**src/rtl/fetch_buffer_stage_pkg.sv**
```systemverilog
// Fetch-stage local types: FSM state encoding and the default reset PC.
package fetch_buffer_stage_pkg;

    typedef enum logic [1:0] {IDLE, REQ, WAIT, DISCARD} fetch_state_t;

    localparam logic [31:0] RESET_PC_DEFAULT = 32'h0000_0200;

endpackage

```
**src/rtl/rv32i_types_pkg.sv**
```systemverilog
// RV32I shared types: opcodes, instruction encodings and the fetch->execute pipeline entry.
package rv32i_types_pkg;

    typedef enum logic [6:0] {
        LUI    = 7'b0110111,
        AUIPC  = 7'b0010111,
        JAL    = 7'b1101111,
        JALR   = 7'b1100111,
        BRANCH = 7'b1100011,
        LOAD   = 7'b0000011,
        STORE  = 7'b0100011,
        ITYPE  = 7'b0010011,
        RTYPE  = 7'b0110011,
        SYSTEM = 7'b1110011
    } opcode_t;

    typedef struct packed {
        logic       imm12;
        logic [5:0] imm10_5;
        logic [4:0] rs2;
        logic [4:0] rs1;
        logic [2:0] funct3;
        logic [3:0] imm4_1;
        logic       imm11;
        opcode_t    opcode;
    } sbtype_t;

    typedef struct packed {
        logic       imm20;
        logic [9:0] imm10_1;
        logic       imm11;
        logic [7:0] imm19_12;
        logic [4:0] rd;
        opcode_t    opcode;
    } ujtype_t;

    typedef struct packed {
        logic        token;
        logic [31:0] pc;
        logic [31:0] pc4;
        logic [31:0] instr;
        logic [31:0] prediction;
    } fetch_ex_pipeline_reg_t;

endpackage

```
**src/rtl/fetch_buffer_stage_if.sv**
```systemverilog
// Fetch-stage bus bundle: instruction memory port, redirect input and execute handshake.
interface fetch_buffer_stage_if;
    import rv32i_types_pkg::*;

    logic [31:0]            imem_addr;
    logic                   imem_ren;
    logic                   imem_busy;
    logic [31:0]            imem_rdata;
    logic                   redirect;
    logic [31:0]            redirect_pc;
    logic                   ex_ready;
    logic                   fetch_valid;
    fetch_ex_pipeline_reg_t fetch_ex_reg;

    modport master (
        output imem_addr, imem_ren, fetch_valid, fetch_ex_reg,
        input  imem_busy, imem_rdata, redirect, redirect_pc, ex_ready
    );

    modport slave (
        input  imem_addr, imem_ren, fetch_valid, fetch_ex_reg,
        output imem_busy, imem_rdata, redirect, redirect_pc, ex_ready
    );
endinterface

```
**src/rtl/fetch_buffer_stage_fetch_queue.sv**
```systemverilog
// Power-of-two FIFO of pipeline entries; flush beats push, head reads as zero when empty.
module fetch_queue
    import rv32i_types_pkg::*;
#(
    parameter int DEPTH = 2,
    localparam int AW = $clog2(DEPTH)
) (
    input  logic                   gclk,
    input  logic                   grst_n,
    input  logic                   push,
    input  logic                   pop,
    input  logic                   flush,
    input  fetch_ex_pipeline_reg_t push_data,
    output fetch_ex_pipeline_reg_t head,
    output logic                   full,
    output logic                   empty,
    output logic [AW:0]            count
);
    localparam logic [AW-1:0] PTR_ONE = 1;
    localparam logic [AW:0]   CNT_ONE = 1;

    fetch_ex_pipeline_reg_t mem [DEPTH];
    logic [AW-1:0] wr_ptr, rd_ptr;
    logic          do_push, do_pop;

    assign full    = (count == (AW+1)'(DEPTH));
    assign empty   = (count == '0);
    assign do_pop  = pop && !empty;
    assign do_push = push && (!full || do_pop) && !flush;
    assign head    = empty ? '0 : mem[rd_ptr];

    always_ff @(posedge gclk or negedge grst_n) begin
        if (!grst_n) begin
            wr_ptr <= '0;
            rd_ptr <= '0;
            count  <= '0;
        end else if (flush) begin
            wr_ptr <= '0;
            rd_ptr <= '0;
            count  <= '0;
        end else begin
            if (do_push) wr_ptr <= wr_ptr + PTR_ONE;
            if (do_pop)  rd_ptr <= rd_ptr + PTR_ONE;
            case ({do_push, do_pop})
                2'b10:   count <= count + CNT_ONE;
                2'b01:   count <= count - CNT_ONE;
                default: count <= count;
            endcase
        end
    end

    // Storage needs no reset: head is masked while the queue is empty.
    always_ff @(posedge gclk) begin
        if (do_push) mem[wr_ptr] <= push_data;
    end
endmodule

```
**src/rtl/fetch_buffer_stage.sv**
```systemverilog
// RV32I fetch stage: PC/request FSM feeding a small entry queue toward execute.
// Optional backward-taken/forward-not-taken prediction under `FETCH_BTFN_PREDICT_EN.
module fetch_buffer_stage
    import rv32i_types_pkg::*;
    import fetch_buffer_stage_pkg::*;
#(
    parameter logic [31:0] RESET_PC    = RESET_PC_DEFAULT,
    parameter int          QUEUE_DEPTH = 2,
    localparam int         CW          = $clog2(QUEUE_DEPTH)
) (
    input  logic                 CLK,
    input  logic                 nRST,
    fetch_buffer_stage_if.master bus
);
    fetch_state_t state, state_n;
    logic [31:0]  pc, pc_n, tgt, tgt_n, pc4, next_pc;
    logic         ren, complete, outstanding, pop, push, full_after;
    logic         q_full, q_empty;
    logic [CW:0]  q_count;
    fetch_ex_pipeline_reg_t entry, q_head;

    assign ren         = (state == REQ) || (state == DISCARD);
    assign complete    = ren && !bus.imem_busy;
    assign outstanding = ren && bus.imem_busy;
    assign pop         = !q_empty && bus.ex_ready;
    assign pc4         = pc + 32'd4;
    assign full_after  = pop ? q_full : (q_count == (CW+1)'(QUEUE_DEPTH - 1));

`ifdef FETCH_BTFN_PREDICT_EN
    sbtype_t sb;
    ujtype_t uj;
    assign sb = sbtype_t'(bus.imem_rdata);
    assign uj = ujtype_t'(bus.imem_rdata);
    always_comb begin
        next_pc = pc4;
        if (uj.opcode == JAL)
            next_pc = pc + {{11{uj.imm20}}, uj.imm20, uj.imm19_12, uj.imm11, uj.imm10_1, 1'b0};
        else if (sb.opcode == BRANCH && sb.imm12)
            next_pc = pc + {{19{sb.imm12}}, sb.imm12, sb.imm11, sb.imm10_5, sb.imm4_1, 1'b0};
    end
`else
    assign next_pc = pc4;
`endif

    always_comb begin
        entry = '{token: 1'b1, pc: pc, pc4: pc4, instr: bus.imem_rdata, prediction: next_pc};
    end

    always_ff @(posedge CLK or negedge nRST) begin
        if (!nRST) begin
            state <= IDLE;
            pc    <= RESET_PC;
            tgt   <= '0;
        end else begin
            state <= state_n;
            pc    <= pc_n;
            tgt   <= tgt_n;
        end
    end

    always_comb begin
        state_n = state;
        pc_n    = pc;
        tgt_n   = tgt;
        push    = 1'b0;
        case (state)
            IDLE: state_n = REQ;
            REQ: if (complete) begin
                push = 1'b1;
                pc_n = next_pc;
                if (full_after) state_n = WAIT;
            end
            WAIT: if (!q_full || pop) state_n = REQ;
            DISCARD: if (complete) begin
                pc_n    = tgt;
                state_n = REQ;
            end
            default: state_n = IDLE;
        endcase
        // Redirect overrides everything; a still-pending read must drain first.
        if (bus.redirect) begin
            push = 1'b0;
            if (outstanding) begin
                tgt_n   = {bus.redirect_pc[31:2], 2'b00};
                pc_n    = pc;
                state_n = DISCARD;
            end else begin
                pc_n    = {bus.redirect_pc[31:2], 2'b00};
                state_n = REQ;
            end
        end
    end

    fetch_queue #(.DEPTH(QUEUE_DEPTH)) u_queue (
        .gclk      (CLK),
        .grst_n    (nRST),
        .push      (push),
        .pop       (pop),
        .flush     (bus.redirect),
        .push_data (entry),
        .head      (q_head),
        .full      (q_full),
        .empty     (q_empty),
        .count     (q_count)
    );

    assign bus.imem_ren     = ren;
    assign bus.imem_addr    = pc;
    assign bus.fetch_valid  = !q_empty;
    assign bus.fetch_ex_reg = q_head;
endmodule

```
**src/flat_wrapper.sv**
```systemverilog
// flat-port wrapper written by rule: the top's interface ports become plain ports
module fetch_buffer_stage_flat import rv32i_types_pkg::*; import fetch_buffer_stage_pkg::*;
#(
    parameter logic [31:0] RESET_PC    = RESET_PC_DEFAULT,
    parameter int          QUEUE_DEPTH = 2,
    localparam int         CW          = $clog2(QUEUE_DEPTH)
)
  (CLK, nRST, bus_imem_addr, bus_imem_ren, bus_fetch_valid, bus_fetch_ex_reg, bus_imem_busy, bus_imem_rdata, bus_redirect, bus_redirect_pc, bus_ex_ready);
  fetch_buffer_stage_if bus_i ();
  input  logic CLK;
  input  logic nRST;
  output wire logic [$bits(bus_i.imem_addr)-1:0] bus_imem_addr;
  output wire logic [$bits(bus_i.imem_ren)-1:0] bus_imem_ren;
  output wire logic [$bits(bus_i.fetch_valid)-1:0] bus_fetch_valid;
  output wire logic [$bits(bus_i.fetch_ex_reg)-1:0] bus_fetch_ex_reg;
  input wire logic [$bits(bus_i.imem_busy)-1:0] bus_imem_busy;
  input wire logic [$bits(bus_i.imem_rdata)-1:0] bus_imem_rdata;
  input wire logic [$bits(bus_i.redirect)-1:0] bus_redirect;
  input wire logic [$bits(bus_i.redirect_pc)-1:0] bus_redirect_pc;
  input wire logic [$bits(bus_i.ex_ready)-1:0] bus_ex_ready;
  assign bus_imem_addr = bus_i.imem_addr;
  assign bus_imem_ren = bus_i.imem_ren;
  assign bus_fetch_valid = bus_i.fetch_valid;
  assign bus_fetch_ex_reg = bus_i.fetch_ex_reg;
  assign bus_i.imem_busy = bus_imem_busy;
  assign bus_i.imem_rdata = bus_imem_rdata;
  assign bus_i.redirect = bus_redirect;
  assign bus_i.redirect_pc = bus_redirect_pc;
  assign bus_i.ex_ready = bus_ex_ready;
  fetch_buffer_stage #(.RESET_PC(RESET_PC), .QUEUE_DEPTH(QUEUE_DEPTH)) u_core (.CLK(CLK), .nRST(nRST), .bus(bus_i));
endmodule
```
**config.mk**
```make
export PLATFORM = sky130hd
export DESIGN_NAME = fetch_buffer_stage_flat
export DESIGN_NICKNAME = d
export VERILOG_FILES = /design/src/rtl/fetch_buffer_stage_pkg.sv /design/src/rtl/rv32i_types_pkg.sv /design/src/rtl/fetch_buffer_stage_if.sv /design/src/rtl/fetch_buffer_stage_fetch_queue.sv /design/src/rtl/fetch_buffer_stage.sv /design/src/flat_wrapper.sv
export SDC_FILE = /design/constraint.sdc
export NUM_CORES = 1
export LEC_CHECK = 0
export BUFFER_PORTS_ARGS = -buffer_cell sky130_fd_sc_hd__buf_4
export CAP_MARGIN = 10
export CORE_ASPECT_RATIO = 0.9
export CORE_MARGIN = 2
export CORE_UTILIZATION = 45
export DETAILED_ROUTE_END_ITERATION = 7
export PLACE_DENSITY_LB_ADDON = 0.15
export RECOVER_POWER = 100
export SYNTH_ARGS = -nofsm -noshare
export SYNTH_HDL_FRONTEND = slang
export SYNTH_HIERARCHICAL = 1
export SYNTH_SLANG_ARGS = --single-unit
```
**constraint.sdc**
```tcl
create_clock -name CLK -period 37 [get_ports CLK]
set_input_delay 1.85 -clock CLK [delete_from_list [all_inputs] [get_ports CLK]]
set_output_delay 1.85 -clock CLK [all_outputs]
set_load 0.01 [all_outputs]
```
Yosys cells after proc, flatten, opt, wreduce, memory -nomap -nowiden
Memories as Yosys holds them, arrays and structs flattened.
Index checks and enable logic that the tools add are counted.

storage, ports and cells
  bits in registers = 68
  bits in latches = 0
  memory bits (writable) = 256
  ROM bits = 0
  input bits = 69
  word-level logic and storage cells = 71
  memories = 1

memory list
  name                words  bits a word  read ports  clocked after memory_dff  write ports  line                                  source
  u_core.u_queue.mem  2      128          1           0                         1            fetch_buffer_stage_fetch_queue.sv:22  fetch_ex_pipeline_reg_t mem [DEPTH];

operators by class
  add/sub/neg operators = 5
  multiply operators = 0
  div/mod/pow operators = 0
  magnitude comparators = 0
  equality and inequality tests = 12
  shift-type cells = 0
  muxes and demuxes = 25
  bitwise operators = 0
  reductions and logical operators = 22

operators with widths
  cell                   number
  $mux 129               1
  $mux 32                4
  $pmux 32 s2            1
  $add 32x3->32 const B  1
  $mux 2                 7
  $ne 3x2->1 const B     4
  $mux 1                 10
  $eq 2x2->1 const B     4
  $pmux 2 s4             1
  $reduce_and 4->1       2
  $eq 2x1->1 const B     3
  $logic_and 1x1->1      6
  $reduce_bool 3->1      2
  $logic_not 1->1        4
  $logic_not 2->1        2
  $pmux 2 s2             1
  $reduce_bool 2->1      2
  $logic_or 1x1->1       3
  $add 1x1->1 const B    2
  $add 2x1->2 const B    1
  $ne 2x2->1 const B     1
  $reduce_and 2->1       1
  $sub 2x1->2 const B    1

Longest topological paths before layout
  depth in word-level cells = 11
  depth in mapped cells = 7
  depth with buffers taken out = 6

By module
The synthesis kept the hierarchy.

by module, submodules not included
  module              instances  cells an instance  area each (um2)  seq. area each (um2)
  fetch_queue         1          570                10073.4          7847.5
  fetch_buffer_stage  1          442                4065.1           1552.7

Worst setup path after synthesis
Ideal clock, no wire load.

  path type = input port to flip-flop
  start = input port bus_redirect
  end = memory u_core/u_queue/mem[1][0] in the netlist's numbering (enable)
  arrival = 12.387 ns
  required time = 36.199 ns
  slack = 23.811 ns
  stages on the path = 4
  path buffers = 1
  cell sequence = nor4b_1 clkbuf_1 o21ai_2 nor3b_1

between the ends
  word-level cells in the longest chain between the ends = 5

ends and longest elaborated chain
  item                             line                                  source
  start, declared                  flat_wrapper.sv:18                    input wire logic [$bits(bus_i.redirect)-1:0] bus_redirect;
  $mux 1                           fetch_buffer_stage.sv:81              if (bus.redirect) begin
  via u_core.push                  fetch_buffer_stage.sv:17              logic ren, complete, outstanding, pop, push, full_after;
  $logic_and 1x1->1 (2 in series)  fetch_buffer_stage_fetch_queue.sv:29  assign do_push = push && (!full || do_pop) && !flush;
  $mux 1                           fetch_buffer_stage_fetch_queue.sv:54  if (do_push) mem[wr_ptr] <= push_data;
  $mux 1 (not written as such)     fetch_buffer_stage_fetch_queue.sv:54
  end, declared                    fetch_buffer_stage_fetch_queue.sv:22

The timed path passes the listed nets, and every way through them passes these cells.

Worst setup path after layout
  start = input port bus_redirect
  end = memory u_core/u_queue/mem[1][71] in the netlist's numbering (enable)

between the ends
  word-level cells in the longest chain between the ends = 5

ends and longest elaborated chain
  item                              line
  $mux 1                            fetch_buffer_stage.sv:81
  $logic_and 1x1->1                 fetch_buffer_stage_fetch_queue.sv:29
  $logic_and 1x1->1 (*)             fetch_buffer_stage_fetch_queue.sv:29
  $mux 1 (*)                        fetch_buffer_stage_fetch_queue.sv:54
  $mux 1 (not written as such) (*)  fetch_buffer_stage_fetch_queue.sv:54

Every way passes the cells marked *; elsewhere a longest branch is shown, timed or not.

==> flow_summary.toml <==
[grt]
overflow = 0
grt_pass1_wl_mm = 47.7
antenna_found_initial = 0
first_global_vias = 8083
grt_start_max_net_pins = 130
grt_util_all_layers = 0.190

[clock_tree]
post_cts_buffers = 0
cts_resized = 0
htreeDepth = 2
cts_made_buffers = 36
cts-root-buf = "clkbuf_16"
cts_sinks = 324
cts_hold_buf = 0
clkSlewWorstSetupHoldPaths_ns = 0.05
cts_buffer_depth = 3
cts_tree = "yes"
worstSkewPairLatency_ns = 0.51

[timing]
layout_worst_path_cycle_share = 0.280
layout_setup_ws_ns = 26.65
relSlewSlack = -4.04
setup_viol = 0
timing.fmax_ghz = 0.0966
fin_tns_setup_ns = 0
fin_worst_skew_ns = 0.0145
rsz0062_at_grt = "no"
hold_viol_final = 0
worstMarginPinSlew_ns = 7.55
drv_slew = 625
period_needed_ns = 10.35

[outcome]
violations = "capacitance limit, slew limit"
status = "finished, violations left"

[setup_path]
worst-setup-path-type = "input pin to flop"
rrSetupSlack_ns = 28.73
cp_max_fo = 125
r2r-end = "u_core/u_queue/mem[1][71]$_DFFE_PP_"
critPathMaxStageDelay_ns = 5.08
critPathTopFamily = "buffers and inverters"
cp.arrival_ns = 10.25
startpoint_type = "input pin"
path_cells = "clkbuf_1 -> nor4b_1 -> o21ai_0 -> nor3b_1 -> clkbuf_1"
reg2reg_from = "u_core/u_queue/count[1]$_DFFE_PN0P_"
critPathMostFrequentCell = "clkbuf_1"
cp_data_required_time_ns = 36.90
crit_buf_inv = 2
slowest_stage = "clkbuf_1"
ff2ff_path_depth = 5
cp_num_cells = 5
critPathCaptureType = "flop"

[logic_synthesis]
synth-main-ff-cell = "edfxtp_1"
yosys.area.top_type = "edfxtp_1"
postSynth.asyncResetShare = 0.204
synth.distinct_cells = 70
yosysWarnings = 6
yosysSeqAreaShare = 0.665
synthCells = 1012
synth.top_cells.by_count = "258 x edfxtp_1, 168 x nor2_1, 142 x mux2i_1, 65 x dfrtp_1"
avgSynthCellArea_um2 = 14.0
synth_seq_cells = 324
synth_edf_count = 258
netlist_area_um2 = 14100
synth.most_common_cell = "edfxtp_1"
synthTopCellsByArea = "edfxtp_1 55%, dfrtp_1 12%, mux2i_1 10%"
yosysTopAreaCellShare = 0.548

[floorplanning]
initial_core_util = 0.457
core_area_um2 = 30900
dieArea_um2 = 32900
ioPinCount = 232
die_w_um = 191
die_h_um = 172
fp-row-count = 61

[hold_path]
worstHoldStart = "u_core/tgt[2]$_DFFE_PN0P_"
hold_path_class = "flop to flop"
holdPathEnd = "u_core/tgt[2]$_DFFE_PN0P_"
holdPathStages = 2

[layout]
area_growth_syn_to_layout_pct = 16.1
drive_above_1_share = 0.119
final_cell_area_um2 = 16400
final_cells = 1674
layout.nets = 1309
antennaDiodeCount = 0

[place]
gp_congestion = 0.823
place_worst_setup_slack_ns = 32.42
io_buffers = 227
postPlaceCellArea_um2 = 16000
dp_cells = 1610
hpwl_mm = 20.5

[routing]
vias_per_cell = 5.29
drt_iter0_drc = 564
drc_errors = 0
vias = 8855
drt_wl_total_mm = 32.2
ant_nets = 0
wl_per_cell_um = 19.3
firstDrtPassIters = 5

[job]
maxCapViolations = 8

[power]
leakagePower_nw = 5.51
ir_drop_uv = 32.7
p_per_area_nw_per_um2 = 58.8
==> final cells by class <==
type | count | area (um^2)
clock buffers | 48 | 987
clock inverters | 16 | 106
fillers | 2767 | 14500
inverters | 14 | 52.6
multi-input cells | 624 | 4210
flip-flops and latches | 324 | 9400
well taps | 409 | 512
repair buffers | 239 | 1140
==> layer usage <==
layer  wire, um  up-vias  part of all wire  track usage
met1      15300     4326              0.48        0.283
met2      14200      278              0.44        0.283
met5          0        -                 0            0
li1           -     4206                 -            -
met3       1980       45             0.062       0.0378
met4        667        0             0.021       0.0533
==> state kept, by name (all words and copies together), names as in the netlist <==
register and count:
u_core/tgt 30, u_core/u_queue/wr_ptr 1, u_core/bus.imem_addr 30, u_core/u_queue/count 2, u_core/u_queue/rd_ptr 1, u_core/u_queue/mem 258, u_core/state 2
==> report_power, final <==
part	switching, W	leakage, nW	internal [W]
clock	0.000136	0.535	0.000194
sequential	0.0000400	3.11	0.000446
combinational	0.0000948	1.87	0.0000534
==> kinds of logic after synthesis <==
group	Yosys count	synth area share
adder cells (fa/ha/maj)	1	0.000885
multiplexers	171	0.124
other	2	0.000531
XOR/XNOR	25	0.0155
AO/OA/AOI/OAI	106	0.0526
AND/OR/NAND/NOR	305	0.102
flip-flops	324	0.665
buffers and inverters	78	0.0397
==> worst reg2reg max path, stage by stage, from the launching register on <==
cell,delay [ns]
dfrtp_1,0.43
nor2_1,0.21
nor2b_1,0.46
o21ai_0,0.30
nor3b_1,0.96
clkbuf_1,5.08
==> layout by cell type (no fill, tap or decap), types with 14 or more instances in the layout <==
cell / synthesis / layout
clkbuf_1: 25 / 183
nand2_1: 28 / 28
mux2i_1: 142 / 142
clkbuf_16: 0 / 37
edfxtp_1: 258 / 258
buf_4: 11 / 38
mux2_2: 28 / 28
inv_1: 14 / 14
a21oi_1: 20 / 20
nor2_1: 168 / 169
o21ai_0: 20 / 22
xnor2_1: 15 / 15
nand3_1: 19 / 19
nor2b_1: 16 / 16
conb_1: 2 / 16
a311oi_1: 14 / 14
dfrtp_1: 65 / 65
clkbuf_4: 0 / 27
==> how the worst max path moves through the flow <==
stage,from,to,slack (ns)
finish,bus_redirect,u_core/u_queue/mem[1][71]$_DFFE_PP_,26.65
global route,bus_redirect,u_core/u_queue/mem[1][71]$_DFFE_PP_,25.65
CTS,u_core/u_queue/count[0]$_DFFE_PN0P_,bus_fetch_ex_reg[30],32.06
detailed placement,bus_redirect,u_core/u_queue/mem[1][46]$_DFFE_PP_,32.42
global placement,bus_redirect,u_core/u_queue/mem[1][55]$_DFFE_PP_,32.41
floorplan,bus_redirect,u_core/u_queue/mem[1][0]$_DFFE_PP_,23.81
==> per-stage QoR <==
stage | hold WS, ns | utilization | power [W]
final | 0.479 | 0.531 | 0.000964
after detailed placement | 0.472 | 0.519 | 0.000658
after floorplan | 0.450 | - | 0.000577
after CTS | 0.485 | 0.554 | 0.000991
after global placement | 0.464 | 0.519 | 0.000654
after global routing | 0.506 | 0.531 | 0.00101
No activity file was read; power rests on OpenSTA's default activity.
